<file path="src/rtl/iir_filter_param.sv">
// Direct-form-I IIR filter with programmable coefficients. One multiplier and one
// accumulator are shared over NB+NA cycles for each sample.
//   state  | meaning
//   IDLE   | ready for a sample or a coefficient write
//   MAC    | one product per cycle: b0..b(NB-1), then a1..aNA
//   OUT    | round, saturate, publish y_val, shift y history
module iir_filter_param #(
  parameter int DATA_W = 16,
  parameter int COEF_W = 16,
  parameter int FRAC_W = 8,
  parameter int NB     = 3,
  parameter int NA     = 3,
  localparam int NT    = NB + NA,
  localparam int AW    = (NT > 1) ? $clog2(NT) : 1
) (
  input  logic                     clk,
  input  logic                     rst_n,
  input  logic                     in_valid,
  output logic                     in_ready,
  input  logic signed [DATA_W-1:0] x_val,
  output logic signed [DATA_W-1:0] y_val,
  output logic                     out_valid,
  output logic                     sat,
  input  logic                     coef_we,
  input  logic [AW-1:0]            coef_addr,
  input  logic signed [COEF_W-1:0] coef_data,
  output logic                     coef_err,
  input  logic                     hist_clr
);

  localparam int ACC_W = DATA_W + COEF_W + $clog2(NT) + 1;
  localparam int PW    = DATA_W + COEF_W;
  localparam int NY    = (NA > 0) ? NA : 1;

  localparam logic [1:0] S_IDLE = 2'd0;
  localparam logic [1:0] S_MAC  = 2'd1;
  localparam logic [1:0] S_OUT  = 2'd2;

  localparam logic signed [ACC_W-1:0] Y_MAX = {{(ACC_W-DATA_W+1){1'b0}}, {(DATA_W-1){1'b1}}};
  localparam logic signed [ACC_W-1:0] Y_MIN = ~Y_MAX;
  localparam logic signed [ACC_W-1:0] RND   = ACC_W'(1) << (FRAC_W - 1);
  localparam logic [COEF_W-1:0]       B0_RST = COEF_W'(1) << FRAC_W;
  localparam logic [AW:0]             NT_L   = (AW+1)'(NT);
  localparam logic [AW-1:0]           LAST   = AW'(NT - 1);

  logic [1:0]               r_state;
  logic [AW-1:0]            r_idx;
  logic signed [ACC_W-1:0]  r_acc;
  logic signed [COEF_W-1:0] r_coef [NT];
  logic signed [DATA_W-1:0] r_x [NB];
  logic signed [DATA_W-1:0] r_y [NY];
  logic                     r_clr_pend;

  logic signed [DATA_W-1:0] w_taps [NT];
  logic signed [DATA_W-1:0] w_opd;
  logic signed [COEF_W-1:0] w_cf;
  logic signed [PW-1:0]     w_prod;
  logic signed [ACC_W-1:0]  w_prod_ext;
  logic signed [ACC_W-1:0]  w_rnd;
  logic signed [ACC_W-1:0]  w_shr;
  logic                     w_hi;
  logic                     w_lo;
  logic signed [DATA_W-1:0] w_ysat;
  logic                     w_idle;
  logic                     w_addr_ok;

  // Tap k reads x history for k < NB, y history afterwards.
  for (genvar k = 0; k < NT; k++) begin : g_tap
    if (k < NB) begin : g_x
      assign w_taps[k] = r_x[k];
    end else begin : g_y
      assign w_taps[k] = r_y[k-NB];
    end
  end

  assign w_opd      = w_taps[r_idx];
  assign w_cf       = r_coef[r_idx];
  assign w_prod     = w_cf * w_opd;
  assign w_prod_ext = {{(ACC_W-PW){w_prod[PW-1]}}, w_prod};
  assign w_rnd      = r_acc + RND;
  assign w_shr      = w_rnd >>> FRAC_W;
  assign w_hi       = w_shr > Y_MAX;
  assign w_lo       = w_shr < Y_MIN;
  assign w_ysat     = w_hi ? Y_MAX[DATA_W-1:0] : (w_lo ? Y_MIN[DATA_W-1:0] : w_shr[DATA_W-1:0]);
  assign w_idle     = (r_state == S_IDLE);
  assign w_addr_ok  = {1'b0, coef_addr} < NT_L;
  assign in_ready   = w_idle && !hist_clr;

  always_ff @(posedge clk or negedge rst_n) begin
    if (!rst_n) begin
      r_state    <= S_IDLE;
      r_idx      <= '0;
      r_acc      <= '0;
      r_clr_pend <= 1'b0;
      y_val      <= '0;
      out_valid  <= 1'b0;
      sat        <= 1'b0;
      coef_err   <= 1'b0;
      for (int k = 0; k < NT; k++) r_coef[k] <= '0;
      r_coef[0] <= B0_RST;
      for (int k = 0; k < NB; k++) r_x[k] <= '0;
      for (int k = 0; k < NY; k++) r_y[k] <= '0;
    end else begin
      out_valid <= 1'b0;
      sat       <= 1'b0;
      coef_err  <= 1'b0;
      if (coef_we) begin
        if (w_idle && w_addr_ok) r_coef[coef_addr] <= coef_data;
        else coef_err <= 1'b1;
      end
      case (r_state)
        S_IDLE: begin
          if (hist_clr) begin
            for (int k = 0; k < NB; k++) r_x[k] <= '0;
            for (int k = 0; k < NY; k++) r_y[k] <= '0;
            r_clr_pend <= 1'b0;
          end else if (in_valid) begin
            for (int k = NB - 1; k > 0; k--) r_x[k] <= r_x[k-1];
            r_x[0]  <= x_val;
            r_acc   <= '0;
            r_idx   <= '0;
            r_state <= S_MAC;
          end
        end
        S_MAC: begin
          r_acc <= r_acc + w_prod_ext;
          if (hist_clr) r_clr_pend <= 1'b1;
          if (r_idx == LAST) r_state <= S_OUT;
          else r_idx <= r_idx + 1'b1;
        end
        S_OUT: begin
          y_val     <= w_ysat;
          out_valid <= 1'b1;
          sat       <= w_hi | w_lo;
          // A clear requested during the transaction lands here, after the result.
          if (hist_clr || r_clr_pend) begin
            for (int k = 0; k < NB; k++) r_x[k] <= '0;
            for (int k = 0; k < NY; k++) r_y[k] <= '0;
            r_clr_pend <= 1'b0;
          end else begin
            for (int k = NY - 1; k > 0; k--) r_y[k] <= r_y[k-1];
            r_y[0] <= w_ysat;
          end
          r_state <= S_IDLE;
        end
        default: r_state <= S_IDLE;
      endcase
    end
  end

endmodule

</file>
<file path="config.mk">
export PLATFORM = sky130hd
export DESIGN_NAME = iir_filter_param
export DESIGN_NICKNAME = d
export VERILOG_FILES = /design/src/rtl/iir_filter_param.sv
export SDC_FILE = /design/constraint.sdc
export NUM_CORES = 1
export LEC_CHECK = 0
export BUFFER_PORTS_ARGS = -buffer_cell sky130_fd_sc_hd__buf_2
export CAP_MARGIN = 15
export CORE_AREA = 2 2 202 204
export DETAILED_ROUTE_END_ITERATION = 10
export DIE_AREA = 0 0 204 206
export GPL_TIMING_DRIVEN = 1
export PLACE_DENSITY = 0.85
export SETUP_SLACK_MARGIN = 0.02
export SLEW_MARGIN = 20
export SYNTH_ARGS = -nofsm -noshare
export SYNTH_HDL_FRONTEND = slang
export SYNTH_SLANG_ARGS = --single-unit
</file>
<file path="constraint.sdc">
create_clock -name clk -period 8.1 [get_ports clk]
set_input_delay 2.43 -clock clk [delete_from_list [all_inputs] [get_ports clk]]
set_output_delay 2.43 -clock clk [all_outputs]
set_load 0.1 [all_outputs]
</file>
# Yosys cells after proc, flatten, opt, wreduce, memory -nomap -nowiden
# Cells that the tools add are included.
# word_totals
ff_bits,253
in_bits,40
elab_cells,97
# classes
n_addsub,3
multipliers,1
magnitude_cmp,6
eq_ne,11
n_mux,37
n_bitwise,3
n_reduce_logical,16
# ops
cell,count
$mux 48,5
$pmux 48 s2,2
$mux 16,7
$bmux 16 s3,2
$bwmux 96,1
$mux 36,2
$pmux 36 s2,1
$demux 16 s3,1
$add 36x32->36,1
$add 36x9->36 const B,1
$mul 16x16->32,1
$gt 28x16->1 const B,1
$lt 28x16->1 const B,1
$ne 2x2->1 const B,7
$mux 3,3
$reduce_and 3->1,3
$ge 4x4->1 const B,2
$not 3->4,2
$reduce_and 4->1,2
$mux 1,7
$mux 2,3
$pmux 3 s2,1
$lt 4x1->1 const B,1
$pmux 2 s2,1
other kinds (15),19

# Longest topological paths before layout
# Gate-level depths: netlist (run 1).
# logic_depth
word_depth,7
depth_mapped,31

# Least setup slack after synthesis (run 1)
# OpenSTA, ideal clock, no wires.
# synth_timing
path_type,reg-to-reg
start,register r_idx[0]
end,register r_acc[35]
arrival_ps,7711
t_required_ps,8030
setup_slack_ps,319
path_stages_with_launch,28
path_buffers,5
path_cell_list,dfrtp_1 buf_2 buf_2 buf_1 mux2i_1 nor2_1 a21oi_1 clkbuf_1 nor2_1 fa_1 fa_1 fa_1 fa_1 fa_1 inv_1 fa_1 inv_1 ha_1 clkbuf_1 a211oi_1 o221ai_1 a21oi_1 o311ai_0 nand2_1 o21a_1 o21ai_0 or4_1 nand3_1
# synth_via
elab_chain_len,7
elab_cells_between_ends,10
classes_between,add/sub: 1; mul: 1; mux: 7; bitwise: 1
# synth_rtl
element,line,rtl
from (decl),47,logic [AW-1:0] r_idx;
from (signal assigned),129,else r_idx <= r_idx + 1'b1;
$not 3->4 (implied by the code) (*),"76, 77",
$bmux 16 s3 (on tied branches),"77, 76",
$mux 16 (on tied branches) (2 in series),"77, 76",
$mul 16x16->32 (*),78,assign w_prod = w_cf * w_opd;
$add 36x32->36 (*),126,r_acc <= r_acc + w_prod_ext;
$pmux 36 s2 (*),111,case (r_state)
to (signal assigned),126,
to (decl),48,logic signed [ACC_W-1:0] r_acc;
# Every way passes the cells marked *; elsewhere a longest branch is shown, timed or not. The select of a mux whose other input is x is not followed.
# A chain may end at the register's enable or synchronous reset.

# Final worst setup path (run 1)
# layout_timing
start,register r_idx[0]
end,register r_acc[34]
# The elaborated chain is that of the path after synthesis.

==> results.md, run 1 <==
Logic synthesis:
- The post-synthesis cell count is 2311.
- The most used flip-flop cell after synthesis is dfrtp_1.
- The area of the mapped netlist is 23200 um2.
- The number of different library cells used by synthesis comes to 69.
- Counting flops and latches in the post-synthesis netlist gives 253.
- In this run, synthesis inferred 0 flip-flops with an integrated enable.
- In this run the mean area of a mapped cell was 10.0 um2.
- During synthesis, Yosys emitted a total of 0 warnings.
- The share of flip-flops with an asynchronous set or reset after synthesis is 1.00.
- The net count of the mapped netlist is 2775.
- Of the synthesized area, sequential elements account for 0.273.

Worst setup path:
- STA classifies the critical path endpoint as a flip-flop.
- For this design, the slowest cell found on the critical path is fa_1.
- Grouping stages by cell kind, the critical path spends the most delay in adder cells.
- Among the stages of the critical path, the cell type that occurs most often is fa_1.
- STA puts the critical path data arrival time at 8.17 ns.
- STA classifies the critical path startpoint as a flip-flop.
- The count of buffering cells on the critical path with inverters included is 6.
- STA puts the critical path data required time at 8.51 ns.
- The critical path is of the flip-flop to flip-flop type.
- In this run the worst path has a maximum fanout of 26.
- In this design, the stage delay of the slowest critical-path cell is 0.59 ns.

Timing:
- At the pin with the least slew margin, the transition time is 0.998 ns.
- The sum of negative setup slack is 0 ns.
- Setup violations remaining at the end of the flow were counted as 0.
- Clock skew on the completed layout was measured at 0.0163 ns.
- The final-report max-slew violation count is 0.
- The worst path needs 7.76 ns of the cycle, external delays included.
- Headroom to the max-slew limit came out at 0.332.
- Dividing the final minimum period by the clock period gives 0.958.
- For this run, the top clock speed supported by timing is 129 MHz.
- The count of final hold-check violations is 0.
- Setup repair after global routing could not meet its margin everywhere.

Floorplan:
- The core area is 40200 um2.
- From bottom edge to top edge, the die measures 206 um.
- The I/O pin total is 60.
- The initial cell density of the core is 0.577.
- Row generation in the floorplan step produced 74 rows.
- The full die area is 42000 um2.
- The floorplan step set the die width to 204 um.

Detailed routing:
- Dividing the detail-routed via count by the number of cells gives 5.85.
- Before antenna repair, the detailed router went through 6 iterations.
- Once detail routing completed, the nets flagged for antenna violations numbered 0.
- The sum of routed wire length over all layers is 59.0 mm.
- The routed wire length per instance is 20.2 um.
- The count of routing violations after the opening detailed-route iteration is 1578.
- The final routed DRC violation total is 0.
- For this block, the via count after detailed routing is 17.1k.

Final layout:
- Relative to the synthesized area, the layout overhead comes to 9.39%.
- The number of nets in the finished design is 2837.
- The number of fillers in the final layout is 3083.
- The leading cell type in the layout, fill and taps excluded is inv_1.
- The area taken by flip-flops and latches is 6340 um2.
- The top cell types in the final layout, fill and taps aside, are inv_1, fa_1, nand2_1.
- Of the cells placed in the final design, the portion with a size suffix greater than 1 is 0.137.
- The multi-input gate area in the final layout is 15000 um2.

GRT:
- The global-route wire length before repair is 97.9 mm.
- In the global route stage, overall resource usage came out at 0.298.
- Summed over all layers, the global routing overflow is 0.
- The largest net degree at the start of global routing is 125.
- The via count of the first global-routing pass is 18.3k.
- The number of antenna violations at the first check in global routing was 0.

Placed design:
- After legalization and detailed placement, the total HPWL measured 45.6 mm.
- Routability-driven placement finished with a final weighted congestion of 0.979.
- Input and output buffers added on the ports amount to 59.

Min path:
- The tightest min-delay check is of the flip-flop to flip-flop type.

Clocking:
- After clock tree synthesis, the clock-pin slew on the worst setup and hold paths is 0.06 ns.
- The count of H-tree levels built during CTS is 1.
- The count of hold-fix buffers inserted at cts is 0.
- At the later pin of the worst-skew pair, clock insertion delay measures 0.55 ns.
- The buffer type at the clock tree root is clkbuf_16.
- The clock buffer count from CTS is 27.
- TritonCTS built the clock tree.
- The clock passes through at most 3 buffers.
- The clock net in this run drives a total of 253 sinks.

Run:
- Max-cap violations in this run came to 0.

Status:
- The flow ran to the end, and the final reports show no timing, DRC or antenna violations.
[registers in the layout, indices dropped and copies added, names as in the netlist]
name / cells
r_clr_pend: 1
r_y: 48
y_val: 16
coef_err: 1
sat: 1
r_coef: 96
r_state: 2
r_x: 48
r_idx: 3
out_valid: 1
r_acc: 36
[metal layers]
layer / up-vias / track usage / wire length [um]
met5: - / 0 / 0
met2: 774 / 0.495 / 28600
met4: 0 / 0.0890 / 1840
met1: 8699 / 0.405 / 23900
li1: 7492 / - / -
met3: 139 / 0.0522 / 4620
[synth_stat cells (7+ instances only)]
cell       instances  share of area
a21o_1            30         0.0097
a21oi_1           54          0.012
a22o_1            41          0.015
a22oi_1            7         0.0023
a2bb2oi_1          9         0.0034
and2_1            12         0.0032
and3_1            12         0.0032
buf_1              9         0.0015
buf_2              7         0.0015
clkbuf_1          77          0.012
dfrtp_1          252           0.27
fa_1             314           0.27
ha_1             110          0.059
inv_1            409          0.066
mux2_2            99          0.048
mux2i_1           37          0.016
mux4_2            32          0.031
nand2_1          295          0.048
nand2b_1           8         0.0022
nand3_1           17         0.0037
nand4_1            9         0.0024
nor2_1           195          0.032
nor2b_1           10         0.0027
nor3_1            12         0.0026
o21ai_0           95          0.021
o21bai_1          13         0.0042
xnor2_1           33          0.012
xor2_1            22         0.0083
[worst register-to-register path: cells and delay by family, from the launching register on]
| family | cells | cell delay, ns |
|---|---|---|
| AO/OA/AOI/OAI | 9 | 1.76 |
| XOR/XNOR | 1 | 0.19 |
| adder cells (fa/ha/maj) | 7 | 3.58 |
| buffers and inverters | 6 | 0.69 |
| flip-flops | 1 | 0.53 |
| multiplexers | 1 | 0.55 |
| AND/OR/NAND/NOR | 2 | 0.31 |
[per-stage QoR]
step | setup WS, ns | hold WS (ns) | util | instance area (um2) | std cells
6_report | 0.344 | 0.482 | 0.631 | 25400 | 2926
5_1_grt | 0.00134 | 0.512 | 0.631 | 25400 | 2925
4_1_cts | 0.257 | 0.487 | 0.629 | 25300 | 2917
3_5_place_dp | 0.315 | 0.472 | 0.606 | 24300 | 2868
3_3_place_gp | 0.459 | 0.457 | 0.606 | 24300 | 2868
2_1_floorplan | 0.319 | 0.445 | - | 23200 | 2311
[final timing paths]
path                               start  depth (start not counted)        end  slack, ns
worst max-delay path            r_idx[0]                         26  r_acc[34]       0.34
worst min-delay path             r_x[13]                          2    r_x[13]       0.48
worst max register to register  r_idx[0]                         26  r_acc[34]       0.34
worst min register to register   r_x[13]                          2    r_x[13]       0.48
max in group asynchronous          rst_n                          2  r_acc[24]       4.64
min in group asynchronous          rst_n                          1    r_x[40]       2.00
[kinds of logic after synthesis]
logic type | share of synthesized area
AOI/OAI and AO/OA | 0.0878
xor gates and xnor gates | 0.0215
adders and majority gates | 0.330
buffers and inverters | 0.0826
DFF | 0.273
muxes | 0.0951
and+or+nand+nor | 0.109
[final cells by class]
type / count / share of cell area
clock inverters: 9 / 0.00612
diodes: 1 / 0.0000986
well taps: 532 / 0.0262
clock buffers: 40 / 0.0305
multi-input cells: 1554 / 0.591
inverters: 409 / 0.0605
repair buffers: 128 / 0.0359
flip-flops and latches: 253 / 0.250
[repair_timing]
item | 4_1_cts | 5_1_grt
setup endpoints to repair | 0 | 5
endpoints found under the hold margin | 0 | 0
resized for setup | 0 | 4
setup buffers | 0 | 6
Power of run 1 is not shown: default switching activity piles up to over one toggle a cycle in this logic, so the estimate is an artifact.
==> run 2, diff against run 1 <==
CELL_PAD_IN_SITES_DETAIL_PLACEMENT = 1   (was unset)
CELL_PAD_IN_SITES_GLOBAL_PLACEMENT = 1   (was unset)
CORE_AREA = 2 2 226 228   (was 2 2 202 204)
DIE_AREA = 0 0 228 230   (was 0 0 204 206)
==> run 2 against run 1 <==
Effect of this change: routed wire length rose by 23%; utilization down 12 points; clock-buffer cell count grew 1; critical endpoint is now r_acc[30]; critical path type unchanged; final cell count grew 5.0%; critical path depth decreased by 2.
==> results.md, run 2 (synthesized netlist as in run 1, its figures left out) <==
Detailed routing:
- The count of routing violations after the opening detailed-route iteration was 1270 (was 1578).
- The routed wire length per instance is 23.6 um (was 20.2 um).
- The sum of routed wire length over all layers is 72.4 mm (was 59.0 mm).
- The count of antenna-violating nets left after detailed routing came to 0 (unchanged).
- The via count of the routed design is 17.4k (was 17.1k).
- The count of TritonRoute iterations in the first routing pass is 5 (was 6).
- The final routed DRC violation total is 0 (unchanged).
- The mean number of vias per cell is 5.67 (was 5.85).

Placed design:
- The final estimated routing congestion in global placement is 0.927 (was 0.979).
- The placed wire-length estimate after detailed placement is 54.8 mm (was 45.6 mm).
- The cell count after placement was 3008 (was 2868).
- The count of port buffers added during placement is 59 (unchanged).
- The post-placement setup slack is 0.162 ns (was 0.315 ns).

Floorplan:
- The total number of placement rows came to 82 (was 74).
- The core area is 49900 um2 (was 40200 um2).
- The initial cell density of the core came to 0.465 (was 0.577).
- The horizontal die dimension is 228 um (was 204 um).
- The I/O pin total is 60 (unchanged).
- The full die area was 52400 um2 (was 42000 um2).
- The die height is 230 um (was 206 um).

Final layout:
- The count of non-filler cells in the finished layout is 3071 (was 2926).
- The area taken by flip-flops and latches is 6340 um2 (unchanged).
- The largest register by flop count is r_coef (unchanged).
- The leading cell type in the layout, fill and taps excluded is inv_1 (unchanged).
- Largest registers in the final layout: r_coef: 96 flops, r_x: 48 flops, r_y: 48 flops (unchanged).
- The layout-stage area growth over the synthesis result was 10.7% (was 9.39%).
- The layout cell share with drive strength beyond 1 is 0.144 (was 0.137).
- The number of fillers in the final layout is 5550 (was 3083).
- The multi-input gate area in the final layout is 15000 um2 (about the same).
- The number of flip-flops in the largest register is 96 (unchanged).
- The number of nets in the finished design is 2841 (was 2837).
- Top library cells by usage in the layout, fill and taps aside: inv_1, fa_1, nand2_1 (unchanged).

Timing:
- The count of final hold-check violations is 0 (unchanged).
- The worst hold-check slack was 0.482 ns (about the same).
- The final period demand of the worst path was 7.80 ns (was 7.76 ns).
- The clock skew came to 0.0280 ns (was 0.0163 ns).
- The final cycle utilization of the critical path was 0.963 (was 0.958).
- The highest clock rate came to 128 MHz (was 129 MHz).
- The final count of negative-setup-slack endpoints is 0 (unchanged).
- RSZ-0062 raised after global routing: yes (unchanged).
- The final-report max-slew violation count was 0 (unchanged).
- The slew at the pin with the worst max-slew slack is 1.11 ns (was 0.998 ns).
- The sum of negative setup slack is 0 ns (unchanged).
- The final worst-path setup slack was 0.299 ns (was 0.344 ns).
- The worst slew margin relative to its limit is 0.258 (was 0.332).

Status:
- Status: finished, final reports clean (unchanged).

Worst setup path:
- Traced cell by cell, the critical path runs through buf_12 -> mux4_2 -> a21oi_1 -> buf_4 -> nor2_1 -> fa_1 -> inv_1 -> fa_1 -> inv_1 -> ha_1 -> fa_1 -> inv_1 -> fa_1 -> fa_1 -> inv_1 -> ha_1 -> a2111oi_0 -> nor3_1 -> nor2_1 -> o31ai_2 -> a41o_1 -> a21oi_1 -> mux2i_1 -> a211o_1.
- The setup slack of the worst register-to-register path is 0.30 ns (was 0.34 ns).
- The worst path arrival time is 8.25 ns (was 8.17 ns).
- The kind of critical path is flip-flop to flip-flop (unchanged).
- The type of origin of the critical path is a flip-flop (unchanged).
- The kind of cell with the highest combined delay on the critical path was adder cells (unchanged).
- The destination of the critical timing path is r_acc[30] (was r_acc[34]).
- The required time of the critical path is 8.55 ns (was 8.51 ns).
- The capture point of the worst reg-to-reg path is r_acc[30] (was r_acc[34]).
- The number of cells traversed by the worst register-to-register path was 24 (was 26).
- The worst stage delay on the critical path came to 0.63 ns (was 0.59 ns).
- The count of buffering cells on the critical path with inverters included is 6 (unchanged).
- The endpoint class of the critical path is a flip-flop (unchanged).
- The cell seen most often among critical-path stages is fa_1 (unchanged).
- The number of stages on the worst setup path is 24 (was 26).
- The launching element of the worst setup path is r_idx[0] (unchanged).
- The library cell contributing the largest single delay on the critical path is a2111oi_0 (was fa_1).
- The reg-to-reg critical path startpoint was r_idx[0] (unchanged).
- The top fanout value on the critical path is 26 (unchanged).

Clocking:
- The clock latency reported for the late side of the worst-skew pair is 0.57 ns (was 0.55 ns).
- The number of clock sinks is 253 (unchanged).
- The clock tree buffer depth is 3 (unchanged).
- The buffer type at the clock tree root is clkbuf_16 (unchanged).
- The TritonCTS clock tree is built (unchanged).
- The clock-pin slew reported for the worst setup and hold paths after clock tree synthesis was 0.06 ns (about the same).
- The clock buffer count from CTS came to 28 (was 27).
- The count of H-tree levels built during CTS came to 1 (unchanged).
- The count of hold-fix buffers inserted at cts is 0 (unchanged).

GRT:
- The number of antenna violations at the first check in global routing is 1 (was 0).
- The largest net degree at the start of global routing is 134 (was 125).
- The via count of the first global-routing pass is 20.2k (was 18.3k).
- The global-route wire length before repair is 116 mm (was 97.9 mm).
- The overflow left after global routing is 0 (unchanged).
- The global-route total usage across every layer is 0.283 (was 0.298).

Min path:
- The worst hold-check path type is flip-flop to flip-flop (unchanged).

Run:
- The count of max-cap constraint violations is 0 (unchanged).
run 2: tightest hold or removal path, stage by stage (launching register included):
cell and delay [ns]:
dfrtp_1 0.34, nand2_1 0.04, o21ai_0 0.06
run 2: how the worst min path moves through the flow:
| stage | cells after the start | slack [ns] | endpoint | from |
|---|---|---|---|---|
| final | 2 | 0.48 | r_x[8] | r_x[8] |
| after global routing | 1 | 0.51 | r_coef[86] | r_coef[86] |
| after CTS | 2 | 0.49 | r_x[8] | r_x[8] |
| after detailed placement | 2 | 0.48 | r_x[8] | r_x[8] |
| after global placement | 2 | 0.46 | r_x[11] | r_x[11] |
| after floorplan | 2 | 0.44 | r_x[0] | r_x[0] |
run 2: through the flow:
| step | cell area (um2) | utilization |
|---|---|---|
| 5_1_grt | 25700 | 0.515 |
| 4_1_cts | 25500 | 0.511 |
| 6_report | 25700 | 0.515 |
| 3_3_place_gp | 24500 | 0.492 |
| 2_1_floorplan | 23200 | - |
| 3_5_place_dp | 24500 | 0.492 |
run 2: area by class of cell:
| type | instances | share of cell area |
|---|---|---|
| multi-input combinational | 1554 | 0.585 |
| timing repair buffer | 131 | 0.0382 |
| sequential | 253 | 0.247 |
| tap | 672 | 0.0328 |
| clock buffer | 41 | 0.0331 |
| antenna | 1 | 0.0000975 |
| inverter | 409 | 0.0598 |
| clock inverter | 10 | 0.00419 |
run 2: what timing repair did:
action                                  in CTS  in global routing
gates resized for setup                      0                 13
endpoints found under the setup margin       0                 10
buffers inserted                             0                  8
run 2: routing by layer:
layer,vias to the layer above,share of wire,GRT usage
li1,7495,-,-
met1,9221,0.40,0.353
met2,518,0.50,0.491
met3,190,0.049,0.0440
met4,0,0.043,0.118
met5,-,0,0
Power of run 2 is left out for the same reason.
